==> src/rtl/ltch_fifo_ctrl.sv <==
// rtl/ltch_fifo_ctrl.sv - write/read controller for a latch-based FIFO of DEPTH ltch entries
// Optional X/protocol checkers: define LTCH_FIFO_XCHK_EN (simulation only).
module ltch_fifo_ctrl #(
  parameter int DW    = 8,
  parameter int DEPTH = 4,
  parameter     NAME  = "ltch_fifo"
) (
  input  logic                  clk,
  input  logic                  rst_n,
  input  logic                  in_valid,
  output logic                  in_ready,
  input  logic [DW-1:0]         in_data,
  output logic [DEPTH-1:0]      wen_o,
  output logic [DW-1:0]         wdata_o,
  input  logic [DEPTH*DW-1:0]   rdata_i,
  output logic                  out_valid,
  input  logic                  out_ready,
  output logic [DW-1:0]         out_data,
  output logic [$clog2(DEPTH):0] count
);

  localparam int AW = $clog2(DEPTH);
  localparam int CW = AW + 1;

  typedef enum logic [1:0] {S_IDLE, S_WRITE, S_HOLD} state_t;

  state_t            r_state;
  state_t            w_state_nxt;
  logic [AW-1:0]     r_wptr;
  logic [AW-1:0]     r_rptr;
  logic [CW-1:0]     r_count;
  logic [DEPTH-1:0]  r_wen;
  logic [DW-1:0]     r_wdata;
  logic              w_accept;
  logic              w_pop;
  logic              w_inc;
  logic [DEPTH-1:0]  w_wen_onehot;

  assign in_ready     = (r_state != S_WRITE) && (r_count < CW'(DEPTH));
  assign w_accept     = in_valid & in_ready;
  assign out_valid    = (r_count != '0);
  assign w_pop        = out_valid & out_ready;
  assign w_inc        = (r_state == S_WRITE);
  assign w_wen_onehot = {{(DEPTH-1){1'b0}}, 1'b1} << r_wptr;

  assign wen_o    = r_wen;
  assign wdata_o  = r_wdata;
  assign count    = r_count;
  assign out_data = rdata_i[r_rptr*DW +: DW];

  always_comb begin
    w_state_nxt = r_state;
    case (r_state)
      S_IDLE:  if (w_accept) w_state_nxt = S_WRITE;
      S_WRITE: w_state_nxt = S_HOLD;
      S_HOLD:  w_state_nxt = w_accept ? S_WRITE : S_IDLE;
      default: w_state_nxt = S_IDLE;
    endcase
  end

  always_ff @(posedge clk or negedge rst_n) begin
    if (!rst_n) begin
      r_state <= S_IDLE;
      r_wen   <= '0;
      r_wdata <= '0;
      r_wptr  <= '0;
      r_rptr  <= '0;
      r_count <= '0;
    end else begin
      r_state <= w_state_nxt;
      // wdata only moves together with a rising enable, so the latch closes on stable data
      if (w_accept) begin
        r_wen   <= w_wen_onehot;
        r_wdata <= in_data;
      end else if (w_inc) begin
        r_wen   <= '0;
      end
      if (w_inc) r_wptr <= r_wptr + AW'(1);
      if (w_pop) r_rptr <= r_rptr + AW'(1);
      case ({w_inc, w_pop})
        2'b10:   r_count <= r_count + CW'(1);
        2'b01:   r_count <= r_count - CW'(1);
        default: r_count <= r_count;
      endcase
    end
  end

`ifdef LTCH_FIFO_XCHK_EN
  logic [DEPTH-1:0] q_wen;
  logic [DW-1:0]    q_wdata;

  xchecker_logic #(.W(1),     .NAME({"in_valid of ", NAME}))  u_xchk_in_valid  (.clk(clk), .rst_n(rst_n), .i_sig(in_valid));
  xchecker_logic #(.W(1),     .NAME({"out_ready of ", NAME})) u_xchk_out_ready (.clk(clk), .rst_n(rst_n), .i_sig(out_ready));
  xchecker_logic #(.W(DEPTH), .NAME({"wen_o of ", NAME}))     u_xchk_wen       (.clk(clk), .rst_n(rst_n), .i_sig(r_wen));

  always @(posedge clk) begin
    if (rst_n) begin
      if ($countones(r_wen) > 1) $error("%s: more than one latch enable set", NAME);
      if ((q_wen != '0) && (r_wen == '0) && (r_wdata != q_wdata))
        $error("%s: write data changed while enable fell", NAME);
    end
    q_wen   <= r_wen;
    q_wdata <= r_wdata;
  end
`endif

endmodule

`ifdef LTCH_FIFO_XCHK_EN
module xchecker_logic #(
  parameter int W    = 1,
  parameter     NAME = "xchk"
) (
  input logic         clk,
  input logic         rst_n,
  input logic [W-1:0] i_sig
);
  always @(posedge clk) begin
    if (rst_n && $isunknown(i_sig)) $error("%s: unknown value", NAME);
  end
endmodule
`endif
==> config.mk <==
export PLATFORM = sky130hd
export DESIGN_NAME = ltch_fifo_ctrl
export DESIGN_NICKNAME = d
export VERILOG_FILES = /design/src/rtl/ltch_fifo_ctrl.sv
export SDC_FILE = /design/constraint.sdc
export NUM_CORES = 1
export LEC_CHECK = 0
export ABC_CLOCK_PERIOD_IN_PS = 2200
export CORE_ASPECT_RATIO = 0.8
export CORE_UTILIZATION = 38
export CTS_BUF_LIST = sky130_fd_sc_hd__clkbuf_8
export CTS_CLUSTER_SIZE = 25
export DETAILED_ROUTE_END_ITERATION = 8
export GPL_TIMING_DRIVEN = 0
export PLACE_DENSITY = 0.81
export SYNTH_ARGS = -nofsm -noshare
export SYNTH_HDL_FRONTEND = slang
export SYNTH_HIERARCHICAL = 1
export SYNTH_SLANG_ARGS = --single-unit
==> constraint.sdc <==
create_clock -name clk -period 2.2 [get_ports clk]
set_input_delay 0.44 -clock clk [delete_from_list [all_inputs] [get_ports clk]]
set_output_delay 0.44 -clock clk [all_outputs]
set_load 0.05 [all_outputs]
# After elaboration in Yosys (flattened, before gate mapping)
# Cells that the tools add are included.
[word_totals]
register_bits = 21
latch_bits = 0
ramBits = 0
romBits = 0
inputBits = 44
out_inout_bits = 25
word_cells = 32
mem_count = 0
[op_classes]
add_sub_neg = 4
mul = 0
div_mod_pow = 0
magnitude_cmp = 1
eq_ne = 6
shift = 2
mux = 6
n_bitwise = 2
n_reduce_logical = 5
[ops]
columns = ["op", "n"]
rows = [
  ["$shiftx A32 B6 Y8", 1],
  ["$mux W4", 2],
  ["$pmux W2 S3", 1],
  ["$pmux W3 S2", 1],
  ["$add A2 B1 Y2 const B", 2],
  ["$eq A2 B1 Y1 const B", 2],
  ["$eq A2 B2 Y1 const B", 2],
  ["$reduce_bool A2 Y1", 2],
  ["$shl A1 B2 Y4 const A", 1],
  ["$add A3 B1 Y3 const B", 1],
  ["$lt A3 B3 Y1 const B", 1],
  ["$reduce_bool A3 Y1", 1],
  ["$sub A3 B1 Y3 const B", 1],
  ["$and A1 B1 Y1", 2],
  ["$logic_not A2 Y1", 1],
  ["$mux W2", 1],
  ["$ne A2 B1 Y1 const B", 1],
  ["$ne A2 B2 Y1 const B", 1],
  ["$logic_and A1 B1 Y1", 1],
  ["$mux W1", 1],
]

# Logic depth before layout (Yosys ltp)
[depth]
depth_word = 5
depth_mapped = 9
ltp_nobuf = 8

# Least setup slack after synthesis
# OpenSTA, ideal clock, no wires.
[synth_timing]
path_type = "register to register"
startpoint = "register r_count[0], in the netlist count[0]"
endpoint = "register r_count[2], in the netlist count[2]"
setup_ps = 82
arrival_ps = 1892
required_time_ps = 2118
setup_slack_ps = 226
path_stages_with_launch = 8
path_buffers = 0
synth_period_minus_slack_ps = 1974
cell_sequence = "dfrtp_1 o31a_1 ha_1 inv_1 fa_1 xor2_1 nor2_1 xor2_1"
[synth_between]
elab_chain_cells = 4
word_cells_on_any_way = 8
[synth_rtl]
columns = ["element", "line", "rtl"]
rows = [
  ["start: declaration", "31", "logic [CW-1:0] r_count;"],
  ["start signal: assignment", "81", "2'b10: r_count <= r_count + CW'(1);"],
  ["start signal: assignment", "82", "2'b01: r_count <= r_count - CW'(1);"],
  ["start signal: assignment", "83", "default: r_count <= r_count;"],
  ["$reduce_bool A3 Y1 (*)", "41", "assign out_valid = (r_count != '0);"],
  ["$and A1 B1 Y1 (*)", "42", "assign w_pop = out_valid & out_ready;"],
  ["net w_pop", "35", "logic w_pop;"],
  ["$eq A2 B1 Y1 / $eq A2 B2 Y1 (equally long branches)", "80", "case ({w_inc, w_pop})"],
  ["$pmux W3 S2 / $reduce_bool A2 Y1 (equally long branches)", "n/a", ""],
]
# Mark *: on every way through the listed nets, which the timed path passes. The rest lies on a longest branch.
# A chain may end at the register's enable or synchronous reset.

# Final worst setup path
[layout_timing]
startpoint = "input rdata_i[31]"
endpoint = "output out_data[7]"
[layout_between]
elab_chain_cells = 1
[layout_rtl]
columns = ["element", "line", "rtl"]
rows = [
  ["start: declaration", "15", "input logic [DEPTH*DW-1:0] rdata_i,"],
  ["$shiftx A32 B6 Y8", "49", "assign out_data = rdata_i[r_rptr*DW +: DW];"],
  ["end: declaration", "18", "output logic [DW-1:0] out_data,"],
]
# No other way between the ends.

==> results_tabular.tex <==
\begin{tabular}{lr}
\hline
Metric & Value \\
\hline
\multicolumn{2}{l}{\textbf{Yosys}} \\
Post-synth cell types & 20 \\
Post-Syn Area per Cell & 14.62 um\^{}2 \\
Number of synthesized register bits & 21 \\
Portion of the post-synthesis area used by sequential elements & 0.4550 \\
Net count after synthesis & 129 \\
Post-synthesis instance area & 0.001155 mm\^{}2 \\
Syn Inst Count & 79 \\
Syn. warnings & 6 \\
\multicolumn{2}{l}{\textbf{Route}} \\
Total wire length after detailed routing & 2845 um \\
Number of violations reported at the end of detailed-routing iteration 0 & 21 \\
DRC violations left & 0 \\
Number of iterations in the first detailed-routing pass & 3 \\
ANT nets after route & 0 \\
Routed wire per std cell & 15.13 um \\
Drt via density & 4.718 \\
Number of vias after detailed routing & 887 \\
\multicolumn{2}{l}{\textbf{Setup path}} \\
Worst Path Arrival & 1.69 ns \\
Highest net fanout along the worst path & 1 \\
Data required time at the worst endpoint & 1.76 ns \\
Launch point of the worst reg-to-reg path & r\_state[0]\$\_DFFE\_PN0P\_ \\
Critical register-to-register path endpoint & count[2]\$\_DFFE\_PN0P\_ \\
Critical Path Start Type & input port \\
Category of the worst setup path capture point & output pin \\
Reg-to-reg slack, setup & 0.20 ns \\
Worst Reg-to-Reg Cells & 9 \\
Setup CP Type & in2out \\
\multicolumn{2}{l}{\textbf{Floorplan}} \\
Num rows & 17 \\
Die Outline Area & 0.003265 mm\^{}2 \\
Core area & 0.002829 mm\^{}2 \\
Vertical die dimension & 51.31 um \\
Die X-Extent & 63.64 um \\
Initial Utilization & 0.4082 \\
Top-level I/O count & 69 \\
\multicolumn{2}{l}{\textbf{Global routing}} \\
Overall fraction of global-route tracks in use & 0.1918 \\
Pin count of the biggest net entering global routing & 22 \\
Via count of the first global-routing pass & 946 \\
Antenna violations before repair & 0 \\
Wire length of the first global-routing pass & 4581 um \\
Total global routing overflow & 0 \\
\multicolumn{2}{l}{\textbf{Outcome}} \\
Status & finished clean \\
\multicolumn{2}{l}{\textbf{Layout}} \\
FF+latch area & 525.5 um\^{}2 \\
Fraction of final layout cells sized beyond drive strength 1 & 0.2333 \\
Layout fillers & 209 \\
Post-route core utilization & 0.6807 \\
Area of all placed cells without fillers & 0.001926 mm\^{}2 \\
Leading cell types in the layout, fill and taps excluded & clkdlybuf4s50\_1, dfrtp\_1, mux4\_2, mux2\_4 \\
Area overhead of the layout relative to synthesis & 66.74\% \\
Antenna diode instance count & 0 \\
Non-filler instance count after layout & 188 \\
Area taken by multi-input logic gates & 581.8 um\^{}2 \\
Leading cell type in the layout, fill and taps excluded & clkdlybuf4s50\_1 \\
Number of nets in the final layout & 201 \\
\multicolumn{2}{l}{\textbf{Place}} \\
I/O Buffers & 68 \\
HPWL reported at the end of detailed placement & 2304 um \\
Standard cell area after detailed placement & 0.001883 mm\^{}2 \\
Placer Congestion & 0.7025 \\
Number of instances in the placed design & 185 \\
Minimum setup slack after placement & -0.2822 ns \\
\multicolumn{2}{l}{\textbf{Clock tree}} \\
Cts bufs inserted & 3 \\
Number of sinks on the clock net & 21 \\
Clock latency on the worst-skew pair & 0.26 ns \\
Clk buf depth & 2 \\
Hold-fix buffers at CTS & 0 \\
Clock tree root buffer cell & clkbuf\_8 \\
Reg clk slew, reported paths & 0.07 ns \\
Number of post-CTS setup repair buffers & 0 \\
Clock tree from TritonCTS & yes \\
Number of H-tree levels & 1 \\
\multicolumn{2}{l}{\textbf{Power}} \\
Switching share of power & 0.4973 \\
Total power & 0.003078 W \\
Power density normalized to cell area & 1598 mW/mm\^{}2 \\
Peak supply drop & 0.8611 mV \\
Net Switching & 0.001531 W \\
Clock power share & 0.079 \\
Static leakage & 0.8543 nW \\
Share of power burned in registers & 0.236 \\
Power Internal & 0.001547 W \\
Gate power share & 0.684 \\
\multicolumn{2}{l}{\textbf{STA}} \\
Part of the cycle the worst path needs & 0.9668 \\
Hold Violations, Final & 0 \\
Number of pins exceeding their max-slew limit in the final report & 0 \\
Final number of setup-violating endpoints & 0 \\
Worst slew pin tran & 0.9154 ns \\
Shortest clock period the worst path allows after layout & 2.127 ns \\
Worst clock skew & 0.002874 ns \\
Unrepaired setup endpoints after global routing & no \\
Achievable frequency & 0.4702 GHz \\
Slew margin rel. & 0.3878 \\
Setup ws final & 0.07302 ns \\
\multicolumn{2}{l}{\textbf{Flow run}} \\
Max-cap violation count & 0 \\
\multicolumn{2}{l}{\textbf{Hold path}} \\
Worst hold path depth & 1 \\
Worst min path class & reg2reg \\
Startpoint of the lowest-slack hold path & r\_state[0]\$\_DFFE\_PN0P\_ \\
Endpoint, Worst Hold & r\_state[0]\$\_DFFE\_PN0P\_ \\
\hline
\end{tabular}
critical path, cell delays in order:
cell	delay (ns)
clkdlybuf4s50_1	0.42
mux4_2	0.48
clkdlybuf4s15_2	0.35
routing by layer:
metal / up-vias / routed length (um) / global-route usage
met2: 26 / 1574 / 0.3387
met4: 0 / 61 / 0.06818
met5: - / 0 / 0
met3: 6 / 113 / 0.05134
li1: 414 / - / -
met1: 441 / 1096 / 0.2254
power groups by stage:
stage | clock (W) | combinational, W | sequential [W]
CTS | 0.000257 | 0.00213 | 0.000727
global route | 0.000272 | 0.00223 | 0.000760
finish | 0.000245 | 0.00211 | 0.000728
detailed placement | 0 | 0.00220 | 0.000702
floorplan | 0 | 0.00108 | 0.00115
global placement | 0 | 0.00216 | 0.000692
cell families after synthesis:
logic type / Yosys count / share of synthesized area
simple gates: 13 / 0.07152
fa+ha+maj: 6 / 0.07151
flops: 21 / 0.4550
xor+xnor: 6 / 0.04551
buf+inv: 10 / 0.04117
mux: 21 / 0.3034
compound gates: 2 / 0.01191
metrics by stage:
stage	TNS [ns]	hold slack [ns]
6_report	0	0.4237
5_1_grt	0	0.4582
4_1_cts	-0.02743	0.4251
3_5_place_dp	-2.134	0.4149
3_3_place_gp	-1.929	0.4068
2_1_floorplan	0	0.1444
synthesized netlist by cell type (all sizes together):
cell,instances,area share
buf,3,0.018
mux2,8,0.10
dfrtp,21,0.46
xnor2,3,0.023
or3,1,0.0054
nor2,8,0.040
inv,6,0.020
clkbuf,1,0.0032
xor2,3,0.023
mux2i,5,0.043
nand2,2,0.0065
mux4,8,0.16
o21ai,1,0.0043
o31a,1,0.0076
nand2b,1,0.012
fa,1,0.017
and2b,1,0.0076
ha,5,0.054
worst max path at each step:
stage	from	endpoint	depth (start not counted)
global route	r_rptr[0]$_DFFE_PN0P_	out_data[2]	3
global placement	rdata_i[31]	out_data[7]	3
CTS	r_rptr[0]$_DFFE_PN0P_	out_data[0]	3
finish	rdata_i[31]	out_data[7]	3
detailed placement	rdata_i[24]	out_data[0]	3
floorplan	count[0]$_DFFE_PN0P_	count[2]$_DFFE_PN0P_	7
cell type report:
| type | instances | area share |
|---|---|---|
| plain buffers | 3 | 0.01235 |
| clock buffers | 3 | 0.02144 |
| clock inverters | 1 | 0.002599 |
| inverters | 6 | 0.01170 |
| multi-input cells | 48 | 0.3021 |
| flip-flops and latches | 21 | 0.2729 |
| well taps | 38 | 0.02469 |
| repair buffers | 68 | 0.3522 |
sequential cells by signal, summed over array words and instances, names as in the netlist:
register,flops
wen_o,4
r_wptr,2
r_state,2
r_rptr,2
wdata_o,8
count,3
timing repair:
action                                  4_1_cts  5_1_grt
resized for setup                            25        4
endpoints found under the setup margin       10        2
pin swaps                                     0        0
Note: power is estimated with default switching activity, not from simulation.
